===== src/rtl/decode_pipe_if.sv =====
`default_nettype none
// +------------------------------------------------------------------+
// | decode_pipe_if                                                   |
// | Fetch-side and execute-side handshake bundle for decode_pipe.    |
// | Revision: 1.0                                                    |
// +------------------------------------------------------------------+
interface decode_pipe_if #(
  parameter int XLEN     = 32,
  parameter int ALU_OP_W = 5,
  parameter int CNT_W    = 16
);
  logic                flush;
  logic                in_valid;
  logic                in_ready;
  logic [31:0]         in_instr;
  logic [XLEN-1:0]     in_pc;
  logic                out_valid;
  logic                out_ready;
  logic [XLEN-1:0]     out_pc;
  logic [4:0]          out_rd;
  logic [4:0]          out_rs1;
  logic [4:0]          out_rs2;
  logic [ALU_OP_W-1:0] out_alu_op;
  logic [1:0]          out_alu_srca;
  logic [1:0]          out_alu_srcb;
  logic [1:0]          out_mem_wdsrc;
  logic                out_mem_we;
  logic [2:0]          out_dataout_src;
  logic                out_reg_we;
  logic                out_branch;
  logic                out_jalr;
  logic                out_jump;
  logic                out_illegal;
  logic [CNT_W-1:0]    illegal_cnt;

  // master: the surrounding pipeline (fetch + execute); slave: the decoder
  modport master (
    output flush, in_valid, in_instr, in_pc, out_ready,
    input  in_ready, out_valid, out_pc, out_rd, out_rs1, out_rs2, out_alu_op,
           out_alu_srca, out_alu_srcb, out_mem_wdsrc, out_mem_we, out_dataout_src,
           out_reg_we, out_branch, out_jalr, out_jump, out_illegal, illegal_cnt
  );

  modport slave (
    input  flush, in_valid, in_instr, in_pc, out_ready,
    output in_ready, out_valid, out_pc, out_rd, out_rs1, out_rs2, out_alu_op,
           out_alu_srca, out_alu_srcb, out_mem_wdsrc, out_mem_we, out_dataout_src,
           out_reg_we, out_branch, out_jalr, out_jump, out_illegal, illegal_cnt
  );
endinterface
`default_nettype wire


===== src/rtl/decode_pipe.sv =====
`default_nettype none
// +------------------------------------------------------------------+
// | decode_pipe                                                      |
// | Registered RV32I(+M) decoder with 2-entry skid buffer and flush. |
// | Revision: 1.0                                                    |
// +------------------------------------------------------------------+
module decode_pipe #(
  parameter int XLEN     = 32,
  parameter int HAS_M    = 1,
  parameter int ALU_OP_W = 5,
  parameter int CNT_W    = 16
) (
  input logic          clk,
  input logic          reset,
  decode_pipe_if.slave io
);

  localparam int c_alu_add  = 0;
  localparam int c_alu_sub  = 1;
  localparam int c_alu_sll  = 2;
  localparam int c_alu_slt  = 3;
  localparam int c_alu_sltu = 4;
  localparam int c_alu_xor  = 5;
  localparam int c_alu_srl  = 6;
  localparam int c_alu_sra  = 7;
  localparam int c_alu_or   = 8;
  localparam int c_alu_and  = 9;
  localparam int c_alu_beq  = 10;
  localparam int c_alu_bne  = 11;
  localparam int c_alu_blt  = 12;
  localparam int c_alu_bge  = 13;
  localparam int c_alu_bltu = 14;
  localparam int c_alu_bgeu = 15;
  localparam int c_alu_mul  = 16;

  localparam logic [1:0] c_srca_rs1  = 2'd0;
  localparam logic [1:0] c_srca_pc   = 2'd1;
  localparam logic [1:0] c_srca_zero = 2'd2;
  localparam logic [1:0] c_srcb_rs2  = 2'd0;
  localparam logic [1:0] c_srcb_imm  = 2'd1;

  localparam logic [2:0] c_wb_alu = 3'd0;
  localparam logic [2:0] c_wb_lb  = 3'd1;
  localparam logic [2:0] c_wb_lh  = 3'd2;
  localparam logic [2:0] c_wb_lw  = 3'd3;
  localparam logic [2:0] c_wb_lbu = 3'd4;
  localparam logic [2:0] c_wb_lhu = 3'd5;
  localparam logic [2:0] c_wb_pc4 = 3'd6;

  localparam logic [4:0] c_opc_load   = 5'b00000;
  localparam logic [4:0] c_opc_op_imm = 5'b00100;
  localparam logic [4:0] c_opc_auipc  = 5'b00101;
  localparam logic [4:0] c_opc_store  = 5'b01000;
  localparam logic [4:0] c_opc_op     = 5'b01100;
  localparam logic [4:0] c_opc_lui    = 5'b01101;
  localparam logic [4:0] c_opc_branch = 5'b11000;
  localparam logic [4:0] c_opc_jalr   = 5'b11001;
  localparam logic [4:0] c_opc_jal    = 5'b11011;

  typedef struct packed {
    logic [XLEN-1:0]     pc;
    logic [4:0]          rd;
    logic [4:0]          rs1;
    logic [4:0]          rs2;
    logic [ALU_OP_W-1:0] alu_op;
    logic [1:0]          alu_srca;
    logic [1:0]          alu_srcb;
    logic [1:0]          mem_wdsrc;
    logic                mem_we;
    logic [2:0]          dataout_src;
    logic                reg_we;
    logic                branch;
    logic                jalr;
    logic                jump;
    logic                illegal;
  } bundle_t;

  function automatic logic [ALU_OP_W-1:0] alu_base(input logic [2:0] f3);
    int op;
    case (f3)
      3'b000:  op = c_alu_add;
      3'b001:  op = c_alu_sll;
      3'b010:  op = c_alu_slt;
      3'b011:  op = c_alu_sltu;
      3'b100:  op = c_alu_xor;
      3'b101:  op = c_alu_srl;
      3'b110:  op = c_alu_or;
      default: op = c_alu_and;
    endcase
    return ALU_OP_W'(op);
  endfunction

  logic [2:0] f3;
  logic [6:0] f7;
  assign f3 = io.in_instr[14:12];
  assign f7 = io.in_instr[31:25];

  bundle_t dec;
  logic    legal;

  always_comb begin
    dec     = '0;
    legal   = 1'b0;
    dec.pc  = io.in_pc;
    dec.rd  = io.in_instr[11:7];
    dec.rs1 = io.in_instr[19:15];
    dec.rs2 = io.in_instr[24:20];
    if (io.in_instr[1:0] == 2'b11) begin
      case (io.in_instr[6:2])
        c_opc_lui: begin
          legal = 1'b1; dec.alu_srca = c_srca_zero; dec.alu_srcb = c_srcb_imm; dec.reg_we = 1'b1;
        end
        c_opc_auipc: begin
          legal = 1'b1; dec.alu_srca = c_srca_pc; dec.alu_srcb = c_srcb_imm; dec.reg_we = 1'b1;
        end
        c_opc_jal: begin
          legal = 1'b1; dec.alu_srca = c_srca_pc; dec.alu_srcb = c_srcb_imm;
          dec.jump = 1'b1; dec.reg_we = 1'b1; dec.dataout_src = c_wb_pc4;
        end
        c_opc_jalr: begin
          legal = (f3 == 3'b000); dec.alu_srca = c_srca_rs1; dec.alu_srcb = c_srcb_imm;
          dec.jalr = 1'b1; dec.reg_we = 1'b1; dec.dataout_src = c_wb_pc4;
        end
        c_opc_branch: begin
          dec.branch = 1'b1; dec.alu_srca = c_srca_rs1; dec.alu_srcb = c_srcb_rs2;
          case (f3)
            3'b000:  begin legal = 1'b1; dec.alu_op = ALU_OP_W'(c_alu_beq);  end
            3'b001:  begin legal = 1'b1; dec.alu_op = ALU_OP_W'(c_alu_bne);  end
            3'b100:  begin legal = 1'b1; dec.alu_op = ALU_OP_W'(c_alu_blt);  end
            3'b101:  begin legal = 1'b1; dec.alu_op = ALU_OP_W'(c_alu_bge);  end
            3'b110:  begin legal = 1'b1; dec.alu_op = ALU_OP_W'(c_alu_bltu); end
            3'b111:  begin legal = 1'b1; dec.alu_op = ALU_OP_W'(c_alu_bgeu); end
            default: legal = 1'b0;
          endcase
        end
        c_opc_load: begin
          dec.alu_srcb = c_srcb_imm; dec.reg_we = 1'b1;
          case (f3)
            3'b000:  begin legal = 1'b1; dec.dataout_src = c_wb_lb;  end
            3'b001:  begin legal = 1'b1; dec.dataout_src = c_wb_lh;  end
            3'b010:  begin legal = 1'b1; dec.dataout_src = c_wb_lw;  end
            3'b100:  begin legal = 1'b1; dec.dataout_src = c_wb_lbu; end
            3'b101:  begin legal = 1'b1; dec.dataout_src = c_wb_lhu; end
            default: legal = 1'b0;
          endcase
        end
        c_opc_store: begin
          legal = !f3[2] && (f3[1:0] != 2'b11);
          dec.alu_srcb = c_srcb_imm; dec.mem_we = 1'b1; dec.mem_wdsrc = f3[1:0];
        end
        c_opc_op_imm: begin
          dec.alu_srcb = c_srcb_imm; dec.reg_we = 1'b1; dec.dataout_src = c_wb_alu;
          case (f3)
            3'b001: begin
              legal = (f7 == 7'b0000000); dec.alu_op = ALU_OP_W'(c_alu_sll);
            end
            3'b101: begin
              legal = (f7 == 7'b0000000) || (f7 == 7'b0100000);
              dec.alu_op = f7[5] ? ALU_OP_W'(c_alu_sra) : ALU_OP_W'(c_alu_srl);
            end
            default: begin legal = 1'b1; dec.alu_op = alu_base(f3); end
          endcase
        end
        c_opc_op: begin
          dec.alu_srcb = c_srcb_rs2; dec.reg_we = 1'b1;
          case (f7)
            7'b0000000: begin legal = 1'b1; dec.alu_op = alu_base(f3); end
            7'b0100000: begin
              legal = (f3 == 3'b000) || (f3 == 3'b101);
              dec.alu_op = (f3 == 3'b000) ? ALU_OP_W'(c_alu_sub) : ALU_OP_W'(c_alu_sra);
            end
            7'b0000001: begin
              legal = (HAS_M != 0); dec.alu_op = ALU_OP_W'(c_alu_mul + int'(f3));
            end
            default: legal = 1'b0;
          endcase
        end
        default: legal = 1'b0;
      endcase
    end
    // Illegal bundles keep only pc and register indices so execute sees no side effects
    if (!legal) begin
      dec.alu_op      = '0;
      dec.alu_srca    = '0;
      dec.alu_srcb    = '0;
      dec.mem_wdsrc   = '0;
      dec.mem_we      = 1'b0;
      dec.dataout_src = '0;
      dec.reg_we      = 1'b0;
      dec.branch      = 1'b0;
      dec.jalr        = 1'b0;
      dec.jump        = 1'b0;
      dec.illegal     = 1'b1;
    end
  end

  bundle_t          or_q, or_d, sr_q, sr_d;
  logic             or_valid_q, or_valid_d, sr_valid_q, sr_valid_d;
  logic [CNT_W-1:0] cnt_q, cnt_d;
  logic             in_ready, accept, fire;

  assign in_ready = !sr_valid_q && !reset;
  assign accept   = io.in_valid && in_ready;
  assign fire     = or_valid_q && io.out_ready;

  always_comb begin
    or_valid_d = or_valid_q;
    or_d       = or_q;
    sr_valid_d = sr_valid_q;
    sr_d       = sr_q;
    cnt_d      = cnt_q;
    if (io.flush) begin
      or_valid_d = 1'b0;
      or_d       = '0;
      sr_valid_d = 1'b0;
      sr_d       = '0;
    end else begin
      if (!or_valid_q || fire) begin
        // SR always holds the older instruction, so it drains before new input
        if (sr_valid_q) begin
          or_valid_d = 1'b1;
          or_d       = sr_q;
          sr_valid_d = 1'b0;
        end else if (accept) begin
          or_valid_d = 1'b1;
          or_d       = dec;
        end else begin
          or_valid_d = 1'b0;
        end
      end else if (accept) begin
        sr_valid_d = 1'b1;
        sr_d       = dec;
      end
      if (accept && dec.illegal && (cnt_q != {CNT_W{1'b1}})) begin
        cnt_d = cnt_q + CNT_W'(1);
      end
    end
  end

  always_ff @(posedge clk) begin
    if (reset) begin
      or_valid_q <= 1'b0;
      or_q       <= '0;
      sr_valid_q <= 1'b0;
      sr_q       <= '0;
      cnt_q      <= '0;
    end else begin
      or_valid_q <= or_valid_d;
      or_q       <= or_d;
      sr_valid_q <= sr_valid_d;
      sr_q       <= sr_d;
      cnt_q      <= cnt_d;
    end
  end

  assign io.in_ready        = in_ready;
  assign io.out_valid       = or_valid_q;
  assign io.out_pc          = or_q.pc;
  assign io.out_rd          = or_q.rd;
  assign io.out_rs1         = or_q.rs1;
  assign io.out_rs2         = or_q.rs2;
  assign io.out_alu_op      = or_q.alu_op;
  assign io.out_alu_srca    = or_q.alu_srca;
  assign io.out_alu_srcb    = or_q.alu_srcb;
  assign io.out_mem_wdsrc   = or_q.mem_wdsrc;
  assign io.out_mem_we      = or_q.mem_we;
  assign io.out_dataout_src = or_q.dataout_src;
  assign io.out_reg_we      = or_q.reg_we;
  assign io.out_branch      = or_q.branch;
  assign io.out_jalr        = or_q.jalr;
  assign io.out_jump        = or_q.jump;
  assign io.out_illegal     = or_q.illegal;
  assign io.illegal_cnt     = cnt_q;

endmodule
`default_nettype wire


===== src/flat_wrapper.sv =====
// flat-port wrapper written by rule: the top's interface ports become plain ports
module decode_pipe_flat 
#(
  parameter int XLEN     = 32,
  parameter int HAS_M    = 1,
  parameter int ALU_OP_W = 5,
  parameter int CNT_W    = 16
)
  (clk, reset, io_flush, io_in_valid, io_in_instr, io_in_pc, io_out_ready, io_in_ready, io_out_valid, io_out_pc, io_out_rd, io_out_rs1, io_out_rs2, io_out_alu_op, io_out_alu_srca, io_out_alu_srcb, io_out_mem_wdsrc, io_out_mem_we, io_out_dataout_src, io_out_reg_we, io_out_branch, io_out_jalr, io_out_jump, io_out_illegal, io_illegal_cnt);
  decode_pipe_if #(.XLEN(XLEN), .ALU_OP_W(ALU_OP_W), .CNT_W(CNT_W)) io_i ();
  input logic clk;
  input logic reset;
  input wire logic [$bits(io_i.flush)-1:0] io_flush;
  input wire logic [$bits(io_i.in_valid)-1:0] io_in_valid;
  input wire logic [$bits(io_i.in_instr)-1:0] io_in_instr;
  input wire logic [$bits(io_i.in_pc)-1:0] io_in_pc;
  input wire logic [$bits(io_i.out_ready)-1:0] io_out_ready;
  output wire logic [$bits(io_i.in_ready)-1:0] io_in_ready;
  output wire logic [$bits(io_i.out_valid)-1:0] io_out_valid;
  output wire logic [$bits(io_i.out_pc)-1:0] io_out_pc;
  output wire logic [$bits(io_i.out_rd)-1:0] io_out_rd;
  output wire logic [$bits(io_i.out_rs1)-1:0] io_out_rs1;
  output wire logic [$bits(io_i.out_rs2)-1:0] io_out_rs2;
  output wire logic [$bits(io_i.out_alu_op)-1:0] io_out_alu_op;
  output wire logic [$bits(io_i.out_alu_srca)-1:0] io_out_alu_srca;
  output wire logic [$bits(io_i.out_alu_srcb)-1:0] io_out_alu_srcb;
  output wire logic [$bits(io_i.out_mem_wdsrc)-1:0] io_out_mem_wdsrc;
  output wire logic [$bits(io_i.out_mem_we)-1:0] io_out_mem_we;
  output wire logic [$bits(io_i.out_dataout_src)-1:0] io_out_dataout_src;
  output wire logic [$bits(io_i.out_reg_we)-1:0] io_out_reg_we;
  output wire logic [$bits(io_i.out_branch)-1:0] io_out_branch;
  output wire logic [$bits(io_i.out_jalr)-1:0] io_out_jalr;
  output wire logic [$bits(io_i.out_jump)-1:0] io_out_jump;
  output wire logic [$bits(io_i.out_illegal)-1:0] io_out_illegal;
  output wire logic [$bits(io_i.illegal_cnt)-1:0] io_illegal_cnt;
  assign io_i.flush = io_flush;
  assign io_i.in_valid = io_in_valid;
  assign io_i.in_instr = io_in_instr;
  assign io_i.in_pc = io_in_pc;
  assign io_i.out_ready = io_out_ready;
  assign io_in_ready = io_i.in_ready;
  assign io_out_valid = io_i.out_valid;
  assign io_out_pc = io_i.out_pc;
  assign io_out_rd = io_i.out_rd;
  assign io_out_rs1 = io_i.out_rs1;
  assign io_out_rs2 = io_i.out_rs2;
  assign io_out_alu_op = io_i.out_alu_op;
  assign io_out_alu_srca = io_i.out_alu_srca;
  assign io_out_alu_srcb = io_i.out_alu_srcb;
  assign io_out_mem_wdsrc = io_i.out_mem_wdsrc;
  assign io_out_mem_we = io_i.out_mem_we;
  assign io_out_dataout_src = io_i.out_dataout_src;
  assign io_out_reg_we = io_i.out_reg_we;
  assign io_out_branch = io_i.out_branch;
  assign io_out_jalr = io_i.out_jalr;
  assign io_out_jump = io_i.out_jump;
  assign io_out_illegal = io_i.out_illegal;
  assign io_illegal_cnt = io_i.illegal_cnt;
  decode_pipe #(.XLEN(XLEN), .HAS_M(HAS_M), .ALU_OP_W(ALU_OP_W), .CNT_W(CNT_W)) u_core (.clk(clk), .reset(reset), .io(io_i));
endmodule

===== config.mk =====
export PLATFORM = sky130hd
export DESIGN_NAME = decode_pipe_flat
export DESIGN_NICKNAME = d
export VERILOG_FILES = /design/src/rtl/decode_pipe_if.sv /design/src/rtl/decode_pipe.sv /design/src/flat_wrapper.sv
export SDC_FILE = /design/constraint.sdc
export NUM_CORES = 1
export LEC_CHECK = 0
export CAP_MARGIN = 5
export CORE_AREA = 2 2 167 169
export DETAILED_ROUTE_END_ITERATION = 12
export DIE_AREA = 0 0 169 171
export GPL_TIMING_DRIVEN = 0
export PLACE_DENSITY_LB_ADDON = 0.15
export SLEW_MARGIN = 30
export SYNTH_ARGS = -nofsm -noshare
export SYNTH_HDL_FRONTEND = slang
export SYNTH_SLANG_ARGS = --single-unit

===== constraint.sdc =====
create_clock -name clk -period 7.4 [get_ports clk]
set_input_delay 1.11 -clock clk [delete_from_list [all_inputs] [get_ports clk]]
set_output_delay 1.11 -clock clk [all_outputs]
set_load 0.02 [all_outputs]

==> metrics.txt, run 1 <==
outcome finished, final reports clean; share of cells above drive strength 1 5.33%; cell area after synthesis 0.00665 mm²; Num CTS Buffers 17; Clock Sinks 150; Clock Power Share 45.3%; Hold Violations, Final 0; Final Cycle Share 53.1%; htree depth 4; worst hold start u_core.sr_q[44]; Worst VDD drop 0.000111 V; sequential share of the synthesized area 45.1%; most area-hungry cell type in the Yosys netlist dfxtp_1; DR iter-0 viols 325; maximum clock frequency 0.254 GHz; die height 171 µm; CP arrival 4.23 ns; Worst Path Class, Setup primary input to flop; final WL 21,900 µm; Async SR Flop Fraction 0%; crit path launch io_in_instr[13]; hpwl dp 15,800 µm; Sequential cell area 0.00300 mm²; Synth Register Bits 150; MaxCap Viol Count 0; RSZ-0062 raised after global routing false; DR vias/cell 4.72; post-layout min period 3.93 ns; total track usage 15.1%; Critical R2R Launch u_core.io.illegal_cnt[6]; P_leak 2.91 nW; vias in the first global route 6,111; setup violators final 0; synth top area cells dfxtp_1 (45%), mux2i_1 (7.2%), nand2_1 (6.8%); Wirelength per Cell 16.6 µm; crit end category flop; reported net switching power 0.000472 W; DR pass1 iterations 5; Resize count post-CTS 0; initial antenna violation count 2; WL met1 10,500 µm; relative slew slack 46.7%; clk_skew 0.00753 ns; core area 0.0273 mm²; sw frac 25.2%; first-pass GRT wire length 34,100 µm; input/output buffers 152; DIE WIDTH 169 µm; Vias 6,249; Crit Path Max Fanout 10; Synth top area share 45.1%; cells after synthesis 793; Root Buffer clkbuf_16; total power 0.00187 W; nets@finish 1,037; yosys warns 0; worst slew pin tran 0.800 ns; pin count of the biggest net entering global routing 17; Sum Neg Setup Slack 0 ns; Worst Setup Start Kind primary input; Gate power share 10.4%; multi-input logic area 0.00334 mm²; EDFF count, synth 0; Final GP Congestion 0.811; die area 0.0289 mm²; library cells used by synthesis 63; DR top layer met4; Area Growth Syn to Fin 37.9%; # IOs 154; WL met3 672 µm; later-pin clock latency in the skew report 0.42 ns; fillcell total 2,906; power density cells 204 mW/mm²; P_int 0.00140 W; Avg Cell Area, Syn 8.39 µm²; main flop type after synthesis dfxtp_1; hold buffer count at CTS 0; Std-Cell Rows 61; Clock Pin Slew Worst Setup and Hold Paths 0.06 ns; Flop pwr share 44.2%; Routed Antenna Nets 0; post-synth net total 866; met2 wire len 10,300 µm; Remaining DRCs 0; CP required 7.70 ns; setup fix buffers added after clock tree synthesis 0; most frequent cell after synthesis dfxtp_1; CTS tree yes; Slew Limit Fails 0; CTS Buffer Depth 2; Synth top cells by count dfxtp_1 (150), nand2_1 (121), a21oi_1 (90); Initial Utilization 24.3%; hold crit path type flop to flop; GRT Residual Overflow 0
==> logic make-up after synthesis <==
kind of cell	after synthesis	synth area share (%)
buffers and inverters	74	4.70
other	1	0.0564
flip-flops	150	45.1
AO/OA/AOI/OAI	221	21.1
adder cells (fa/ha/maj)	4	0.752
multiplexers	51	7.73
AND/OR/NAND/NOR	290	20.2
XOR/XNOR	2	0.263
==> cell usage in the layout (no fill, tap or decap), types with 5 or more instances in the layout <==
cell               n
a211oi_1          49
a21oi_1           90
a22o_1             9
buf_4              8
clkbuf_1          56
clkbuf_16         17
clkdlybuf4s50_1  152
dfxtp_1          150
inv_1              5
mux2i_1           48
nand2_1          121
nand2b_1           6
nand3_1           21
nand3b_1           6
nor2_1            76
nor2b_1            9
nor3_1             7
nor4_1             5
o21ai_0           29
o31ai_1            9
or3_1              6
or4_1              9
==> layer usage <==
metal | global-route usage (%) | vias up
li1 | - | 3170
met1 | 20.5 | 2922
met3 | 2.31 | 26
met5 | 0 | -
met2 | 24.1 | 131
met4 | 5.91 | 0
==> through the flow <==
step,setup slack (ns),utilization [%],cells,instance area [µm²],hold slack (ns)
after floorplan,4.00,-,793,6650,0.425
after global placement,3.01,31.5,1291,8610,0.433
after detailed placement,3.04,31.5,1291,8610,0.446
after CTS,3.48,33.6,1322,9170,0.455
after global routing,3.25,33.6,1324,9170,0.472
final,3.47,33.6,1324,9170,0.452
==> flip-flops by register name, indices dropped and copies added, names as in the netlist <==
signal / cells
u_core.io.out_alu_op: 5
u_core.io.out_alu_srcb: 1
u_core.io.out_mem_wdsrc: 2
u_core.sr_q: 66
u_core.io.out_rs1: 5
u_core.io.out_reg_we: 1
u_core.io.out_rd: 5
u_core.sr_valid_q: 1
u_core.io.out_pc: 32
u_core.io.out_jump: 1
u_core.io.out_mem_we: 1
u_core.io.out_valid: 1
u_core.io.illegal_cnt: 16
u_core.io.out_alu_srca: 2
u_core.io.out_illegal: 1
u_core.io.out_rs2: 5
u_core.io.out_dataout_src: 3
u_core.io.out_branch: 1
u_core.io.out_jalr: 1
==> worst max-delay path, stage by stage <==
cell             delay, ns
clkdlybuf4s50_1       0.50
clkbuf_2              0.20
clkbuf_1              0.40
inv_1                 0.11
ha_1                  0.28
nor2_1                0.12
o311ai_1              0.13
o41a_2                0.53
buf_4                 0.20
nor4_1                0.27
mux2_2                0.37
==> worst paths after layout <==
kind | to | slack (ns) | cells past startpoint
worst min register to register | u_core.sr_q[44] | 0.45 | 2
worst min-delay path | u_core.sr_q[44] | 0.45 | 2
worst max-delay path | u_core.io.illegal_cnt[5] | 3.47 | 11
worst max register to register | u_core.io.illegal_cnt[7] | 4.77 | 7
==> area by class of cell <==
type	count	area share, %
clock buffers	19	4.72
plain buffers	69	3.21
inverters	5	0.205
multi-input cells	569	36.4
repair buffers	152	16.6
diodes	2	0.0546
flip-flops and latches	150	32.7
clock inverters	12	1.42
well taps	346	4.72
==> power groups by stage <==
stage	combinational, W	sequential (W)	clock, W
2_1_floorplan	0.0000810	0.000860	0
3_3_place_gp	0.000198	0.000846	0
3_5_place_dp	0.000197	0.000846	0
4_1_cts	0.000198	0.000828	0.000874
5_1_grt	0.000214	0.000829	0.000908
6_report	0.000196	0.000828	0.000849
Power figures use the tool's default switching activity.
==> run 2, diff against run 1 <==
==> constraint.sdc (replaced) <==
create_clock -name clk -period 3.95 [get_ports clk]
set_input_delay 0.5925 -clock clk [delete_from_list [all_inputs] [get_ports clk]]
set_output_delay 0.5925 -clock clk [all_outputs]
set_load 0.02 [all_outputs]
==> results of run 2 <==
Same layout as run 1 (identical final DEF). Status: finished, final reports clean.
Main changes from that run: setup slack after placement 3.04 ns -> 0.107 ns; setup slack after layout 3.47 ns -> 0.538 ns; register-to-register setup slack 4.77 ns -> 1.32 ns; total power 0.00187 W -> 0.00351 W; worst IR drop on VDD 0.000111 V -> 0.000207 V
==> run 3, diff against run 2 <==
--- a/config.mk
+++ b/config.mk
@@ -5,12 +5,14 @@
 export SDC_FILE = /design/constraint.sdc
 export NUM_CORES = 1
 export LEC_CHECK = 0
+export ABC_CLOCK_PERIOD_IN_PS = 3950
 export CAP_MARGIN = 5
 export CORE_AREA = 2 2 167 169
 export DETAILED_ROUTE_END_ITERATION = 12
 export DIE_AREA = 0 0 169 171
 export GPL_TIMING_DRIVEN = 0
 export PLACE_DENSITY_LB_ADDON = 0.15
+export REMOVE_ABC_BUFFERS = 1
 export SLEW_MARGIN = 30
 export SYNTH_ARGS = -nofsm -noshare
 export SYNTH_HDL_FRONTEND = slang
==> run 3 against run 2 <==
Compared with the run above: sequential share of layout area is 0.26 points higher; highest routed layer is now met5; global-route usage fell by 1.7 points; clock power about the same; via count shrank 5.4%; cell count fell by 4.5%.
==> metrics.txt, run 3 (synthesized netlist as in run 1, its figures left out) <==
outcome finished, final reports clean; vias in the first global route 5,422 (-11%); clk_skew 0.00955 ns (+0.00202 ns); CP Cell Sequence clkdlybuf4s50_1 > inv_1 > ha_1 > nor2_1 > o311ai_1 > o41a_2 > nor4_1 > mux2_2; htree depth 4 (unchanged); total power 0.00352 W; final WL 19,600 µm (-11%); nets@finish 978 (-5.7%); MaxCap Viol Count 0 (unchanged); Critical R2R Launch u_core.sr_valid_q; Routed Antenna Nets 0 (unchanged); DR pass1 iterations 4 (-1); crit end category flop; CP arrival 3.81 ns; hold buffer count at CTS 0 (unchanged); Slew Limit Fails 0 (unchanged); Initial Utilization 24.3% (unchanged); multi-input logic area 0.00336 mm² (+0.86%); Final Cycle Share 88.6%; input/output buffers 152 (unchanged); crit path launch io_in_instr[13]; Resize count post-CTS 0 (unchanged); Largest Register u_core.sr_q; share of cells above drive strength 1 6.32% (+0.99 points); Root Buffer clkbuf_16; initial antenna violation count 1 (-1); # IOs 154 (unchanged); Crit Path Max Fanout 40 (+30); Wirelength per Cell 15.5 µm (-6.4%); CTS Buffer Depth 2 (unchanged); CP required 4.26 ns; Worst Path Class, Setup primary input to flop; die area 0.0289 mm² (unchanged); commonest cells after routing, fill and taps aside clkdlybuf4s50_1 (152), dfxtp_1 (149), nand2_1 (121), a21oi_1 (90), nor2_1 (73); post-layout min period 3.50 ns; relative slew slack 46.1% (-0.59 points); WL met3 617 µm (-8.2%); setup violators final 0 (unchanged); total track usage 13.4% (-1.7 points); Sequential cell area 0.00301 mm² (+0.12%); Worst VDD drop 0.000248 V; maximum clock frequency 0.286 GHz; worst hold start u_core.sr_q[61]; die height 171 µm (unchanged); first-pass GRT wire length 30,600 µm (-10%); P_leak 2.87 nW (-1.3%); hpwl dp 12,900 µm (-18%); Num CTS Buffers 17 (unchanged); Final GP Congestion 0.742 (-8.5%); critical path's largest stage delay 0.92 ns (+0.39 ns); GRT Residual Overflow 0 (unchanged); dpl cells 1,232 (-4.6%); Clock Pin Slew Worst Setup and Hold Paths 0.07 ns (about the same); CP bufs+invs 2 (-3); met2 wire len 9270 µm (-10%); DR vias/cell 4.68 (-0.94%); leading cell type in the layout, fill and taps excluded clkdlybuf4s50_1; Core Util, Final 33.4% (-0.22 points); Sum Neg Setup Slack 0 ns (unchanged); worst slew pin tran 0.806 ns (+0.00636 ns); RSZ-0062 raised after global routing false; CTS tree yes; Remaining DRCs 0 (unchanged); cell family with most CP delay buffers and inverters; power density cells 386 mW/mm²; Worst Setup Start Kind primary input; diode count 0 (-2); DR iter-0 viols 244 (-25%); DIE WIDTH 169 µm (unchanged); core area 0.0273 mm² (unchanged); Hold Violations, Final 0 (unchanged); WL met1 9540 µm (-9.4%); setup fix buffers added after clock tree synthesis 0 (unchanged); pin count of the biggest net entering global routing 52 (+35); Finished Layout Cells 1,264 (-4.5%); Std-Cell Rows 61 (unchanged); Max stage delay cell, worst path clkdlybuf4s50_1; hold crit path type flop to flop; Clock Sinks 150 (unchanged); later-pin clock latency in the skew report 0.42 ns (about the same); fillcell total 2,884 (-0.76%); DR top layer met5; Vias 5,910 (-5.4%); number of flip-flops in the largest register 66 (unchanged); Area Growth Syn to Fin 37.0%
run 3: metrics by stage:
stage | cell area [µm²] | hold WS, ns | setup WS (ns)
floorplan | 6360 | 0.425 | -0.915
global placement | 8310 | 0.439 | -3.99
detailed placement | 8540 | 0.446 | 0.0209
CTS | 9110 | 0.456 | 0.460
global route | 9110 | 0.473 | 0.124
finish | 9110 | 0.454 | 0.451
run 3: routing by layer:
| layer | vias to the layer above | global-route usage [%] |
|---|---|---|
| met5 | - | 0 |
| met4 | 2 | 3.68 |
| met3 | 8 | 3.08 |
| met2 | 108 | 22.3 |
| met1 | 2717 | 17.6 |
| li1 | 3075 | - |
run 3: final cells by class:
class | count | area share, %
clock buffer | 18 | 4.71
clock inverter | 14 | 1.57
inverter | 5 | 0.206
multi-input combinational | 569 | 36.9
sequential | 150 | 33.0
tap | 346 | 4.75
timing repair buffer | 162 | 18.9
run 3: report_power, final:
| part | internal [W] | leakage, nW | switching (W) |
|---|---|---|---|
| Sequential | 0.00154 | 1.21 | 0.0000136 |
| Clock | 0.000886 | 0.264 | 0.000727 |
| Combinational | 0.000161 | 1.39 | 0.000192 |
run 3: worst min-delay path, stage by stage (launching register included):
cell,delay [ns]
dfxtp_1,0.31
nand2_1,0.05
a21oi_1,0.05
run 3: path summary, 6_finish.rpt:
check             slack [ns]                   endpoint  cells past startpoint
setup / recovery        0.45   u_core.io.illegal_cnt[5]                      8
hold reg to reg         0.45            u_core.sr_q[61]                      2
setup reg to reg        1.42  u_core.io.illegal_cnt[15]                      6
hold / removal          0.45            u_core.sr_q[61]                      2
==> edit (settings of run 2) <==
`HAS_M` is set to 1 in 2 places; all go to 0.
--- a/src/rtl/decode_pipe.sv
+++ b/src/rtl/decode_pipe.sv
@@ -6,7 +6,7 @@
 // +------------------------------------------------------------------+
 module decode_pipe #(
   parameter int XLEN     = 32,
-  parameter int HAS_M    = 1,
+  parameter int HAS_M    = 0,
   parameter int ALU_OP_W = 5,
   parameter int CNT_W    = 16
 ) (
--- a/src/flat_wrapper.sv
+++ b/src/flat_wrapper.sv
@@ -2,7 +2,7 @@
 module decode_pipe_flat 
 #(
   parameter int XLEN     = 32,
-  parameter int HAS_M    = 1,
+  parameter int HAS_M    = 0,
   parameter int ALU_OP_W = 5,
   parameter int CNT_W    = 16
 )
Check against the original RTL: not equivalent (a bounded check fails within 4 cycles, from zero or initial values and one cycle with reset high).
==> edit against run 2 <==
Total power is 4.3% higher; wire length is 4.2% higher; largest power group unchanged; utilization is 1.6 points higher; synthesized cell count is 5.2% higher; synthesized area is 6.0% higher; worst setup slack better by 250 ps; sequential cell count stayed put; highest routed layer unchanged; via count is 5.2% higher; critical endpoint is now u_core.io.illegal_cnt[10]; cell area is 4.8% higher; critical path depth is 2 lower.
==> edit: results (changes against run 2) <==
stage;metric;value;unit;change
setup_path;cp_top_family;compound AO/OA/AOI/OAI gates;;was buffers and inverters
hold_path;min_to;u_core.sr_q[20];;was u_core.sr_q[44]
synth;synth_area_leaders;dfxtp_1 (43%), mux2i_1 (7.4%), a21oi_1 (6.2%);;was dfxtp_1 (45%), mux2i_1 (7.2%), nand2_1 (6.8%)
drt;drt_iter0_markers;345;;was 325
drt;first_pass_iters;4;;was 5
setup_path;worstPathArrival;3480;ps;was 3720 ps
cells_and_area;diodes;0;;was 2
synth;synthXorXnorAreaFrac;0.2484;%;was 0.2634%
place;io_buffers;149;;was 152
setup_path;crit_end;u_core.io.illegal_cnt[10];;was u_core.io.illegal_cnt[5]
grt;antenna_found_initial;0;;was 2
synth;syn-num-nets;907;;was 866
place;place.gp.congestion;0.7993;;was 0.8113
power;power.internal;2.631;mW;was 2.624 mW
grt;track_usage;15.88;%;was 15.11%
run_status;run_status;finished clean;;unchanged
grt;grt_util_met3;2.868;%;was 2.313%
cells_and_area;fin_nets;1075;;was 1037
drt;routed-wl-met2;10630;µm;was 10320 µm
synth;synth_mux_area_share;9.296;%;was 7.731%
power;leakagePower;3.145;nW;was 2.909 nW
cells_and_area;final_layout_size_suffix_gt1_share;6.601;%;was 5.328%
setup_path;regToRegSetupSlack;990;ps;was 1320 ps
drt;dr_wl_met3;857;µm;was 672 µm
setup_path;r2r_start;u_core.sr_valid_q;;was u_core.io.illegal_cnt[6]
grt;grt_max_degree;19;;was 17
place;post-dp-hpwl;16910;µm;was 15770 µm
synth;synth-adder-area-share;0.7096;%;was 0.7524%
## edit: cell count changes in the layout (fill, tap and decap cells not counted), moves of 6 or more
cell,run 2,this run
or4_1,9,2
clkinv_8,0,6
a22o_1,9,0
nand2_1,121,110
and3_1,3,13
buf_1,3,10
nor2b_1,9,18
o31ai_1,9,18
nor2_1,76,90
nand3_1,21,29
nand4_1,3,10
mux2_1,0,10
## edit: power groups by stage
stage               Combinational, mW  Clock, mW  Sequential [mW]
floorplan                       0.178          0             1.62
global placement                0.409          0             1.59
detailed placement              0.407          0             1.59
CTS                             0.409       1.75             1.56
global route                    0.444       1.81             1.56
finish                          0.405       1.70             1.56
## edit: cell families (layout without fill, tap and decap cells)
family                     Yosys count  after routing
and+or+nand+nor                    310            310
AOI/OAI and AO/OA                  226            226
DFF                                150            150
buffers and inverters               77            258
muxes                               64             64
adders and majority gates            4              4
xor gates and xnor gates             2              2
other                                1              1
## edit: worst reg2reg max path, stage by stage, from the launching register on
cell,delay (ps)
dfxtp_1,340
clkbuf_1,500
nor2_1,110
nor2_1,140
clkbuf_1,510
clkbuf_1,560
buf_1,510
a211oi_1,150
## edit: through the flow
step	worst slack (ps)	area, µm²	power [mW]	cells	hold slack, ps
detailed placement	360.4	8977	1.998	1329	447.2
global placement	330.9	8977	2.001	1329	440.9
global route	584.9	9610	3.816	1361	473.2
CTS	802.8	9610	3.717	1361	457.4
floorplan	1233	7053	1.796	834	436.0
finish	788.8	9610	3.661	1361	454.4
## edit: area by class of cell
| cell class | count | share of cell area (%) |
|---|---|---|
| inverter | 3 | 0.1172 |
| clock inverter | 15 | 2.161 |
| tap | 346 | 4.505 |
| buffer | 74 | 3.294 |
| timing repair buffer | 149 | 15.52 |
| sequential | 150 | 31.25 |
| multi-input combinational | 607 | 38.73 |
| clock buffer | 17 | 4.427 |
